File: src/rtl/my_stack_mc.sv
// Multi-channel register-based LIFO: NUM_CH stacks of DEPTH entries behind one push and one pop port.
// Optional sticky overflow/underflow flags are built when MY_STACK_MC_ERR_EN is defined.
module my_stack_mc #(
  parameter  int DATA_W = 8,
  parameter  int DEPTH  = 16,
  parameter  int NUM_CH = 4,
  localparam int CH_W   = (NUM_CH > 1) ? $clog2(NUM_CH) : 1,
  localparam int PTR_W  = $clog2(DEPTH + 1)
) (
  input  logic                    clk,
  input  logic                    rstn,
  input  logic                    i_push,
  input  logic [CH_W-1:0]         i_push_ch,
  input  logic [DATA_W-1:0]       i_data,
  input  logic                    i_pop,
  input  logic [CH_W-1:0]         i_pop_ch,
  output logic [DATA_W-1:0]       o_data,
  output logic                    o_valid,
  output logic [CH_W-1:0]         o_ch,
  output logic [NUM_CH-1:0]       o_full,
  output logic [NUM_CH-1:0]       o_empty,
  output logic [NUM_CH*PTR_W-1:0] o_level,
  input  logic                    i_err_clr,
  output logic                    o_ovf_err,
  output logic                    o_unf_err
);

  localparam int IDX_W = (DEPTH > 1) ? $clog2(DEPTH) : 1;

  logic [PTR_W-1:0]  ptr     [NUM_CH];
  logic [DATA_W-1:0] mem     [NUM_CH][DEPTH];
  logic [IDX_W-1:0]  top_idx [NUM_CH];
  logic [IDX_W-1:0]  wr_idx  [NUM_CH];

  logic [NUM_CH-1:0] full;
  logic [NUM_CH-1:0] empty;
  logic [NUM_CH-1:0] push_ok;
  logic [NUM_CH-1:0] pop_ok;
  logic [DATA_W-1:0] pop_data;

  logic [DATA_W-1:0] data_p1;
  logic [CH_W-1:0]   ch_p1;
  logic              vld_p1;

  always_comb begin
    full    = '0;
    empty   = '0;
    o_level = '0;
    for (int c = 0; c < NUM_CH; c++) begin
      full[c]                   = (ptr[c] == PTR_W'(DEPTH));
      empty[c]                  = (ptr[c] == '0);
      o_level[c*PTR_W +: PTR_W] = ptr[c];
    end
  end

  assign o_full  = full;
  assign o_empty = empty;

  // Out-of-range channel codes match no channel, so such requests fall out as rejected.
  // A same-channel pop frees the top slot, letting a push at full overwrite it in place.
  always_comb begin
    push_ok  = '0;
    pop_ok   = '0;
    pop_data = '0;
    for (int c = 0; c < NUM_CH; c++) begin
      top_idx[c] = IDX_W'(ptr[c] - PTR_W'(1));
      pop_ok[c]  = i_pop && (i_pop_ch == CH_W'(c)) && !empty[c];
      push_ok[c] = i_push && (i_push_ch == CH_W'(c)) && (!full[c] || pop_ok[c]);
      wr_idx[c]  = pop_ok[c] ? top_idx[c] : IDX_W'(ptr[c]);
      if (pop_ok[c]) pop_data = mem[c][top_idx[c]];
    end
  end

  always_ff @(posedge clk or negedge rstn) begin
    if (!rstn) begin
      for (int c = 0; c < NUM_CH; c++) ptr[c] <= '0;
    end else begin
      for (int c = 0; c < NUM_CH; c++) begin
        case ({push_ok[c], pop_ok[c]})
          2'b10:   ptr[c] <= ptr[c] + PTR_W'(1);
          2'b01:   ptr[c] <= ptr[c] - PTR_W'(1);
          default: ptr[c] <= ptr[c];
        endcase
      end
    end
  end

  always_ff @(posedge clk) begin
    for (int c = 0; c < NUM_CH; c++) begin
      if (push_ok[c]) mem[c][wr_idx[c]] <= i_data;
    end
  end

  // ---- stage p1: registered pop result ----
  always_ff @(posedge clk or negedge rstn) begin
    if (!rstn) begin
      vld_p1  <= 1'b0;
      data_p1 <= '0;
      ch_p1   <= '0;
    end else begin
      vld_p1 <= |pop_ok;
      if (|pop_ok) begin
        data_p1 <= pop_data;
        ch_p1   <= i_pop_ch;
      end
    end
  end

  assign o_valid = vld_p1;
  assign o_data  = data_p1;
  assign o_ch    = ch_p1;

`ifdef MY_STACK_MC_ERR_EN
  logic push_rej;
  logic pop_rej;
  logic ovf_err;
  logic unf_err;

  assign push_rej = i_push && !(|push_ok);
  assign pop_rej  = i_pop && !(|pop_ok);

  // A new rejection in the same cycle as a clear keeps the flag set.
  always_ff @(posedge clk or negedge rstn) begin
    if (!rstn) begin
      ovf_err <= 1'b0;
      unf_err <= 1'b0;
    end else begin
      if (push_rej)       ovf_err <= 1'b1;
      else if (i_err_clr) ovf_err <= 1'b0;
      if (pop_rej)        unf_err <= 1'b1;
      else if (i_err_clr) unf_err <= 1'b0;
    end
  end

  assign o_ovf_err = ovf_err;
  assign o_unf_err = unf_err;
`else
  logic unused_err_clr;
  assign unused_err_clr = i_err_clr;
  assign o_ovf_err      = 1'b0;
  assign o_unf_err      = 1'b0;
`endif

endmodule
File: config.mk
export PLATFORM = sky130hd
export DESIGN_NAME = my_stack_mc
export DESIGN_NICKNAME = d
export VERILOG_FILES = /design/src/rtl/my_stack_mc.sv
export SDC_FILE = /design/constraint.sdc
export NUM_CORES = 1
export LEC_CHECK = 0
export ABC_AREA = 0
export BUFFER_PORTS_ARGS = -buffer_cell sky130_fd_sc_hd__buf_2
export CAP_MARGIN = 20
export CORE_MARGIN = 1
export CORE_UTILIZATION = 56
export DETAILED_ROUTE_END_ITERATION = 7
export PLACE_DENSITY = 0.76
export SLEW_MARGIN = 30
export SYNTH_ARGS = -nofsm -noshare
export SYNTH_HDL_FRONTEND = slang
export SYNTH_SLANG_ARGS = --single-unit
File: constraint.sdc
create_clock -name clk -period 3.6 [get_ports clk]
set_input_delay 0.72 -clock clk [delete_from_list [all_inputs] [get_ports clk]]
set_output_delay 0.72 -clock clk [all_outputs]
set_load 0.02 [all_outputs]
-- Yosys cells after proc, flatten, opt, wreduce, memory -nomap -nowiden
Memories as Yosys holds them, arrays and structs flattened.
Index checks and enable logic that the tools add are counted.
- $add $sub $neg: 8
- $lt $le $gt $ge: 12
- equality and inequality tests: 18
- muxes and demuxes: 49
- bitwise operators: 8
- reduce and logical (&&, ||, !) cells: 46
- operators by type and width (kind ; number):
    two-way mux 128 bit ; 10
    OR reduction 128 bit ; 3
    binary-select mux 8 bit (select 4 bit) ; 4
    demux 8 bit (select 4 bit) ; 4
    two-way mux 8 bit ; 16
    >= comparator 5 bit (second input constant) ; 8
    inverter 4 -> 5 bit ; 8
    case mux 5 bit (2 select lines) ; 4
    adder 5 x 1 -> 5 bit (second input constant) ; 4
    == test 5 bit (second input constant) ; 4
    logical AND 1 bit ; 20
    logical NOT 5 bit ; 4
    < comparator 5 x 1 -> 1 bit (second input constant) ; 4
    subtractor 5 x 1 -> 5 bit (second input constant) ; 4
    == test 2 bit (second input constant) ; 8
    two-way mux 4 bit ; 4
    == test 2 x 1 -> 1 bit (second input constant) ; 6
    logical NOT 1 bit ; 8
    nonzero test 2 bit ; 4
    two-way mux 2 bit ; 3
    logical NOT 2 bit ; 2
    logical OR 1 bit ; 4
    two-way mux 1 bit ; 4
    OR reduction 4 bit ; 1
- flip-flop bits (word level): 31
- memory bits (writable): 512
- input bits: 17
- logic and storage cells: 149
- memories kept: 1
- memories (memory ; words ; width ; read ports ; clocked after Yosys merged registers in ; write ports ; RTL line ; RTL):
    mem ; 4 ; 128 ; 4 ; 0 ; 1 ; 31 ; logic [DATA_W-1:0] mem [NUM_CH][DEPTH];

-- Logic depth before layout (Yosys ltp)
Gate-level depths: netlist of the first run.
- depth in word-level cells: 14
- mapped depth: 14
- mapped depth without buffers: 9

-- Worst setup path after synthesis of the first run
Ideal clock, no wire load.
- path type: register -> register
- start: register ptr, in the netlist o_level[5]
- end: memory mem[1][120] (netlist bit) (enable)
- arrival time: 3.655 ns
- required time: 3.230 ns
- slack: -0.425 ns
- cell stages (with the launch flop): 12
- period minus slack after synthesis: 4.025 ns
- cells stage by stage: dfrtp_1 clkbuf_1 inv_1 buf_1 ha_1 buf_4 nor4b_1 nor2_1 o22a_1 o22ai_1 nand2_1 nor2_1
- cells in the longest elaborated chain, start to end: 14
- elaborated cells between the ends (all ways): 24
- those cells by class: add/sub: 1; order compare: 2; eq/ne: 1; mux: 11; bitwise: 1; reduce/logical: 8
- ends and longest elaborated chain (what ; RTL line ; RTL):
    start: declaration ; 30 ; logic [PTR_W-1:0] ptr [NUM_CH];
    start signal: indexed assignment ; 80 ; 2'b10: ptr[c] <= ptr[c] + PTR_W'(1);
    start signal: indexed assignment ; 81 ; 2'b01: ptr[c] <= ptr[c] - PTR_W'(1);
    start signal: indexed assignment ; 82 ; default: ptr[c] <= ptr[c];
    logical NOT 5 bit * ; 51 ; empty[c] = (ptr[c] == '0);
    net o_empty[1] ; 21 ; output logic [NUM_CH-1:0] o_empty,
    logical NOT 1 bit * ; 67 ; pop_ok[c] = i_pop && (i_pop_ch == CH_W'(c)) && !empty[c];
    logical AND 1 bit * ; 67 ;
    two-way mux 4 bit ; 69 ; wr_idx[c] = pop_ok[c] ? top_idx[c] : IDX_W'(ptr[c]);
    inverter 4 -> 5 bit (implied by the code) ; 90 ; if (push_ok[c]) mem[c][wr_idx[c]] <= i_data;
    >= comparator 5 bit (implied by the code) / < comparator 5 x 1 -> 1 bit (equally long branches) ; 90 ;
    logical AND 1 bit (implied by the code) ; 90 ;
    two-way mux 8 bit (implied by the code) ; 90 ;
    demux 8 bit (select 4 bit) ; 90 ;
    two-way mux 128 bit (implied by the code) * ; 90 ;
    OR reduction 128 bit (no line) ; -- ;
    two-way mux 2 bit (no line) / two-way mux 128 bit (equally long branches) (3 in a row) ; -- ;
    end: declaration ; 31 ;
Mark *: on every way through the listed nets, which the timed path passes. The rest lies on a longest branch.

-- Worst setup path in the final report of the first run
- start: register ptr, in the netlist o_level[10]
- end: memory mem[2][31] (netlist bit) (enable)
- cells in the longest elaborated chain, start to end: 13
- elaborated cells between the ends (all ways): 22
- those cells by class: add/sub: 1; order compare: 2; eq/ne: 1; mux: 9; bitwise: 1; reduce/logical: 8
- ends and longest elaborated chain (what ; RTL line):
    parallel branches: the longest is 9 deep, another holds subtractor 5 x 1 -> 5 bit ; --
    two-way mux 128 bit (implied by the code) * ; 90
    OR reduction 128 bit (no line) ; --
    two-way mux 2 bit (no line) / two-way mux 128 bit (equally long branches) (2 in a row) ; --
Mark *: on every way between the ends.

==> qor.csv, run 1 <==
stage;metric;value;unit
clock_tree;number of setup buffers added after CTS;0;
clock_tree;H-tree depth;2;
grt;vias in the first global route;12312;
timing;Final Skew;0.0108;ns
clock_tree;cts hold-fix bufs;0;
yosys;ys async rst share;5.71;%
placed_design;PortBufs;54;
critical_path;flop2flop setup slack;0.46;ns
timing;Slew Limit Fails;0;
pwr;Seq pwr share;36.1;%
critical_path;Required @ worst endpoint;3.82;ns
critical_path;Critical Path Source Type;flip-flop;
drt;Routed Antenna Nets;0;
clock_tree;root buf cell;clkbuf_16;
drt;Via Count;12674;
cells_and_area;Layout Nets;1463;
grt;initial antenna violation count;0;
floorplanning;I/O Pins;58;
pwr;Comb pwr share;37.5;%
floorplanning;Starting Density;56.8;%
yosys;Cell Area, Synth;0.0226;mm^2
pwr;Clk pwr share;26.4;%
floorplanning;width of the die;203;um
hold_path;hold crit path type;in2async;
timing;TNS Setup;0;ns
run_status;status;complete, no violations;
cells_and_area;diode count;0;
yosys;largest cells by area after synthesis;edfxtp_1 (68%), mux4_2 (11%), dfrtp_1 (3.4%), nor2_1 (1.8%), nand2_1 (1.3%);
yosys;sequential area share after synthesis;71.6;%
critical_path;cells on worst reg2reg path;9;
cells_and_area;area grow syn2layout;13.8;%
critical_path;Worst Setup Path Type;reg2reg;
pwr;Lkg Pwr;8.60;nW
grt;first-pass GRT wire length;76900;um
clock_tree;Bufs on Longest Clock Path;3;
cells_and_area;FILL cells;2675;
drt;final wirelength;50600;um
grt;GRT Residual Overflow;0;
drt;drc violations;0;
critical_path;Crit. End Element;flip-flop;
grt;GRT Util Overall;25.3;%
cells_and_area;fraction of layout cells with a size suffix above 1;24.6;%
pwr;Psw;6.92;mW
cells_and_area;Final Util;64.6;%
critical_path;CP arrival;3.36;ns
timing;worst hold slack;0.0864;ns
timing;fin worst setup slack;0.465;ns
yosys;Mean Syn Cell Area;17.3;um^2
timing;maximum clock rate;319;MHz
critical_path;crit-path max cell delay;0.66;ns
floorplanning;Die Y;203;um
yosys;most frequent cell after synthesis;edfxtp_1;
yosys;top cells by count, synth;edfxtp_1 (512), nor2_1 (111), mux4_2 (110), nand2_1 (77), clkbuf_1 (46);
timing;max_slew headroom;34.8;%
critical_path;CP dominant cell by count;nor2_1;
yosys;Distinct cells, synth;66;
critical_path;worst-path maximum fanout;14;
clock_tree;Clk pin slew, worst setup/hold paths;0.06;ns
floorplanning;Rows;73;
timing;Setup Viol. Count Final;0;
placed_design;dpl hpwl;32000;um
critical_path;reg2reg end;mem[2][31]$_DFFE_PP_;
yosys;Post-synth EDFFs;512;
drt;Iter 0 DRT Violations;1558;
timing;RSZ-0062 raised after global routing;false;
yosys;area share of the largest cell type after synthesis;68.2;%
yosys;Main synth FF type;edfxtp_1;
yosys;Syn. warnings;0;
pwr;maximum vdd drop;492;uV
timing;Fin. Hold Viols;0;
critical_path;critical-path cell list;inv_2 -> ha_1 -> nor4b_2 -> nor2_1 -> buf_4 -> and2_1 -> o22ai_1 -> nand2_1 -> nor2_1;
critical_path;Reg-to-Reg Start;o_level[10]$_DFFE_PN0P_;
floorplanning;Die ar.;0.0411;mm^2
placed_design;Routability Congestion;0.878;
timing;crit share post-route;87.1;%
pwr;Power per Cell Area;807;mW/mm^2
pwr;Internal Power;13.8;mW
timing;Final Critical Period;3.14;ns
yosys;Mapped Cells;1304;
drt;drt pass-1 iters;6;
clock_tree;Worst-Skew Late Latency;0.60;ns
drt;Routed WL per cell;25.2;um
clock_tree;CTS resizes;0;
clock_tree;CTS Buf Count;53;
placed_design;dpl ws;0.239;ns
critical_path;slowest CP cell;nor2_1;
clock_tree;CTS tree;done;
grt;largest net degree at the start of global routing;65;
yosys;Yosys reg bits;543;
floorplanning;core area;0.0397;mm^2
run;Max Cap Violations;0;
drt;Vias/cell;6.32;
clock_tree;clk sink count;543;
yosys;post-synth top area cell;edfxtp_1;
timing;worst-margin pin slew;0.972;ns
pwr;sw frac;33.4;%
pwr;total power;20.7;mW
layer usage:
| layer | vias to the layer above | share of wire [%] | track usage [%] |
|---|---|---|---|
| met5 | - | 0 | 0 |
| met4 | 0 | 2.0 | 6.04 |
| met3 | 84 | 8.7 | 4.80 |
| met2 | 634 | 49 | 40.4 |
| met1 | 6464 | 40 | 36.6 |
| li1 | 5492 | - | - |
per-stage QoR:
stage / cells / instance area, um^2
after floorplan: 1305 / 22600
after CTS: 2005 / 25700
after global placement: 1908 / 24000
final: 2005 / 25700
after detailed placement: 1908 / 24000
after global routing: 2005 / 25700
cell type report:
class | instances | area, um^2 | share of cell area, %
Sequential cell | 543 | 16200 | 62.9
Multi-Input combinational cell | 666 | 6030 | 23.5
Clock buffer | 70 | 1430 | 5.58
Timing Repair Buffer | 153 | 1050 | 4.09
Tap cell | 525 | 657 | 2.56
Clock inverter | 27 | 283 | 1.10
Inverter | 21 | 78.8 | 0.307
logic make-up (layout without fill, tap and decap cells):
family / after synthesis / in the layout / share of synthesized area [%]
AND/OR/NAND/NOR: 330 / 330 / 7.01
XOR/XNOR: 18 / 18 / 0.782
adder cells (fa/ha/maj): 8 / 8 / 0.444
other: 1 / 2 / 0.0166
buffers and inverters: 96 / 271 / 1.90
flip-flops: 543 / 543 / 71.6
AO/OA/AOI/OAI: 153 / 153 / 4.51
multiplexers: 155 / 155 / 13.7
registers in the layout (all words and copies together) (netlist names):
| signal | cells |
|---|---|
| mem | 512 |
| o_ch | 2 |
| o_data | 8 |
| o_level | 20 |
| o_valid | 1 |
power groups by stage:
stage | logic, mW | clock network (mW) | registers (mW)
global placement | 7.63 | 0 | 7.59
floorplan | 5.35 | 0 | 7.67
global route | 8.29 | 5.79 | 7.51
CTS | 7.82 | 5.53 | 7.48
detailed placement | 7.76 | 0 | 7.60
finish | 7.77 | 5.48 | 7.48
placed cells by master (no fill, tap or decap), drive strengths merged, types with 14 or more instances in the layout:
master	n
edfxtp	512
buf	153
mux4	120
nor2	111
nand2	77
clkbuf	70
nand3	41
dfrtp	31
o21ai	31
mux2i	27
a21oi	26
inv	22
a31oi	21
nor3	19
clkinv	19
a22oi	15
xnor2	14
worst max-delay path by stage:
stage               depth (start not counted)  slack [ns]              endpoint                    start
detailed placement                          7        0.24  mem[0][13]$_DFFE_PP_              i_pop_ch[0]
global placement                            7        0.35  mem[0][13]$_DFFE_PP_              i_pop_ch[0]
global route                                9        0.31  mem[2][23]$_DFFE_PP_  o_level[10]$_DFFE_PN0P_
finish                                      9        0.46  mem[2][31]$_DFFE_PP_  o_level[10]$_DFFE_PN0P_
floorplan                                  13       -0.11  mem[0][64]$_DFFE_PP_   o_level[0]$_DFFE_PN0P_
CTS                                         9        0.47  mem[2][22]$_DFFE_PP_  o_level[10]$_DFFE_PN0P_
critical path: cells and delay by family, from the launching register on:
kind / cells / cell delay, ns
and+or+nand+nor: 5 / 1.46
adders and majority gates: 1 / 0.34
AOI/OAI and AO/OA: 1 / 0.11
buffers and inverters: 2 / 0.41
DFF: 1 / 0.42
Note: power is estimated with default switching activity, not from simulation.
==> run 2, diff against run 1 <==
Settings changed: CORE_UTILIZATION 56 to 60, PLACE_DENSITY 0.76 to not set, PLACE_DENSITY_LB_ADDON set to 0.05.
Clock period 3.6 ns to 3.72 ns, I/O delays scaled along.
==> run 2 against run 1 <==
Fmax down 5.9%. Die area is 6.6% lower. Total power shrank 5.2%. Sequential share of layout area rose by 0.61 points. Clock power fell by 8.8%. Wire length hardly changed. Cell count is 3.2% lower. Worst setup slack worse by 0.076 ns. Highest routed layer unchanged.
==> qor.csv, run 2 (synthesized netlist as in run 1, its figures left out) <==
stage;metric;value;unit
run_status;status;complete, no violations;
pwr;maximum vdd drop;807;uV
timing;Final Critical Period;3.33;ns
clock_tree;clk sink count;543;
placed_design;dpl hpwl;32600;um
timing;TNS Setup;0;ns
timing;Slew Limit Fails;0;
critical_path;Crit. End Element;flip-flop;
clock_tree;Clk pin slew, worst setup/hold paths;0.06;ns
drt;Vias/cell;6.35;
floorplanning;Die ar.;0.0384;mm^2
pwr;total power;19.7;mW
cells_and_area;commonest non-fill, non-tap cell in the layout;edfxtp_1;
timing;crit share post-route;89.6;%
floorplanning;Die Y;196;um
floorplanning;core area;0.0368;mm^2
clock_tree;number of setup buffers added after CTS;0;
critical_path;Critical Path Source Type;flip-flop;
timing;Setup Viol. Count Final;0;
cells_and_area;area grow syn2layout;12.8;%
timing;RSZ-0062 raised after global routing;false;
timing;Fin. Hold Viols;0;
floorplanning;I/O Pins;58;
grt;largest net degree at the start of global routing;65;
drt;Routed WL per cell;26.1;um
placed_design;placement-stage cell area;0.0238;mm^2
placed_design;PortBufs;54;
critical_path;CP arrival;3.53;ns
clock_tree;Bufs on Longest Clock Path;3;
cells_and_area;highest-count cells in the layout ignoring fill and taps;edfxtp_1 (512), nor2_1 (110), mux4_2 (110);
drt;Via Count;12318;
grt;initial antenna violation count;0;
clock_tree;root buf cell;clkbuf_16;
drt;final wirelength;50600;um
pwr;Power per Cell Area;773;mW/mm^2
drt;drt pass-1 iters;5;
grt;first-pass GRT wire length;76700;um
clock_tree;H-tree depth;2;
timing;Final Skew;0.0221;ns
timing;maximum clock rate;300;MHz
critical_path;worst-path maximum fanout;14;
timing;max_slew headroom;36.5;%
clock_tree;CTS tree;done;
drt;Iter 0 DRT Violations;1310;
critical_path;Required @ worst endpoint;3.92;ns
clock_tree;Worst-Skew Late Latency;0.59;ns
cells_and_area;fraction of layout cells with a size suffix above 1;24.0;%
cells_and_area;Layout Nets;1456;
cells_and_area;fin area;0.0254;mm^2
critical_path;Worst Setup Path Type;reg2reg;
drt;Routed Antenna Nets;0;
run;Max Cap Violations;0;
clock_tree;CTS resizes;0;
drt;drc violations;0;
grt;GRT Residual Overflow;0;
clock_tree;CTS Buf Count;53;
hold_path;hold crit path type;in2async;
grt;vias in the first global route;12331;
cells_and_area;diode count;0;
floorplanning;width of the die;196;um
critical_path;cells on worst reg2reg path;8;
pwr;Lkg Pwr;8.50;nW
placed_design;Routability Congestion;0.828;
floorplanning;Rows;70;
cells_and_area;Final Util;69.1;%
clock_tree;cts hold-fix bufs;0;
timing;worst-margin pin slew;0.953;ns
grt;GRT Util Overall;27.5;%
floorplanning;Starting Density;61.3;%
cells_and_area;max reg flops;512;
-- run 2: cell types whose count changed in the layout (fill, tap and decap cells not counted), sizes merged --
cell | before | now
clkinvlp | 1 | 2
clkbuf | 70 | 69
clkinv | 19 | 21
buf | 153 | 146
inv | 22 | 23
bufinv | 6 | 3
-- run 2: critical path: stages (launching register included) --
cell and delay, ns:
dfrtp_2 0.42, inv_2 0.17, ha_1 0.27, nor4b_2 0.51
nor2_2 0.25, and2_1 0.24, nor3b_1 0.17, o21ai_0 0.21
nor2_1 0.72
-- run 2: final cells by class --
class | instances | area (um^2)
Inverter | 21 | 78.8
Sequential cell | 543 | 16200
Multi-Input combinational cell | 666 | 6020
Clock buffer | 69 | 1390
Tap cell | 468 | 586
Fill cell | 2397 | 11300
Clock inverter | 28 | 219
Timing Repair Buffer | 146 | 993
-- run 2: routing by layer --
metal  part of all wire (%)  wire, um  track usage (%)  up-vias
met5                      0         0                0        -
met3                    8.3      4200             5.00       81
met4                    3.2      1630             10.3        0
met1                     42     21300             40.6     6234
li1                       -         -                -     5485
met2                     46     23500             41.7      518
-- run 2: worst paths after layout --
check / start / end / slack (ns)
worst max-delay path: o_level[10]$_DFFE_PN0P_ / mem[2][86]$_DFFE_PP_ / 0.39
worst min-delay path: rstn / o_level[17]$_DFFE_PN0P_ / 0.13
worst max register to register: o_level[10]$_DFFE_PN0P_ / mem[2][86]$_DFFE_PP_ / 0.39
worst min register to register: o_ch[0]$_DFFE_PN0P_ / o_ch[0]$_DFFE_PN0P_ / 0.52
max in group asynchronous: rstn / o_level[10]$_DFFE_PN0P_ / 3.17
min in group clk: o_ch[0]$_DFFE_PN0P_ / o_ch[0]$_DFFE_PN0P_ / 0.52
-- run 2: through the flow --
stage,worst slack (ns),hold WS [ns],instances
2_1_floorplan,-0.0317,0.448,1305
3_3_place_gp,0.370,0.486,1844
3_5_place_dp,0.315,0.508,1844
4_1_cts,0.381,0.321,1941
5_1_grt,0.195,0.156,1941
6_report,0.388,0.128,1941
-- run 2: where the power goes --
| group | internal (mW) | switching [mW] |
|---|---|---|
| logic | 3.21 | 4.20 |
| registers | 6.99 | 0.265 |
| clock network | 2.83 | 2.17 |
| total | 13.0 | 6.63 |
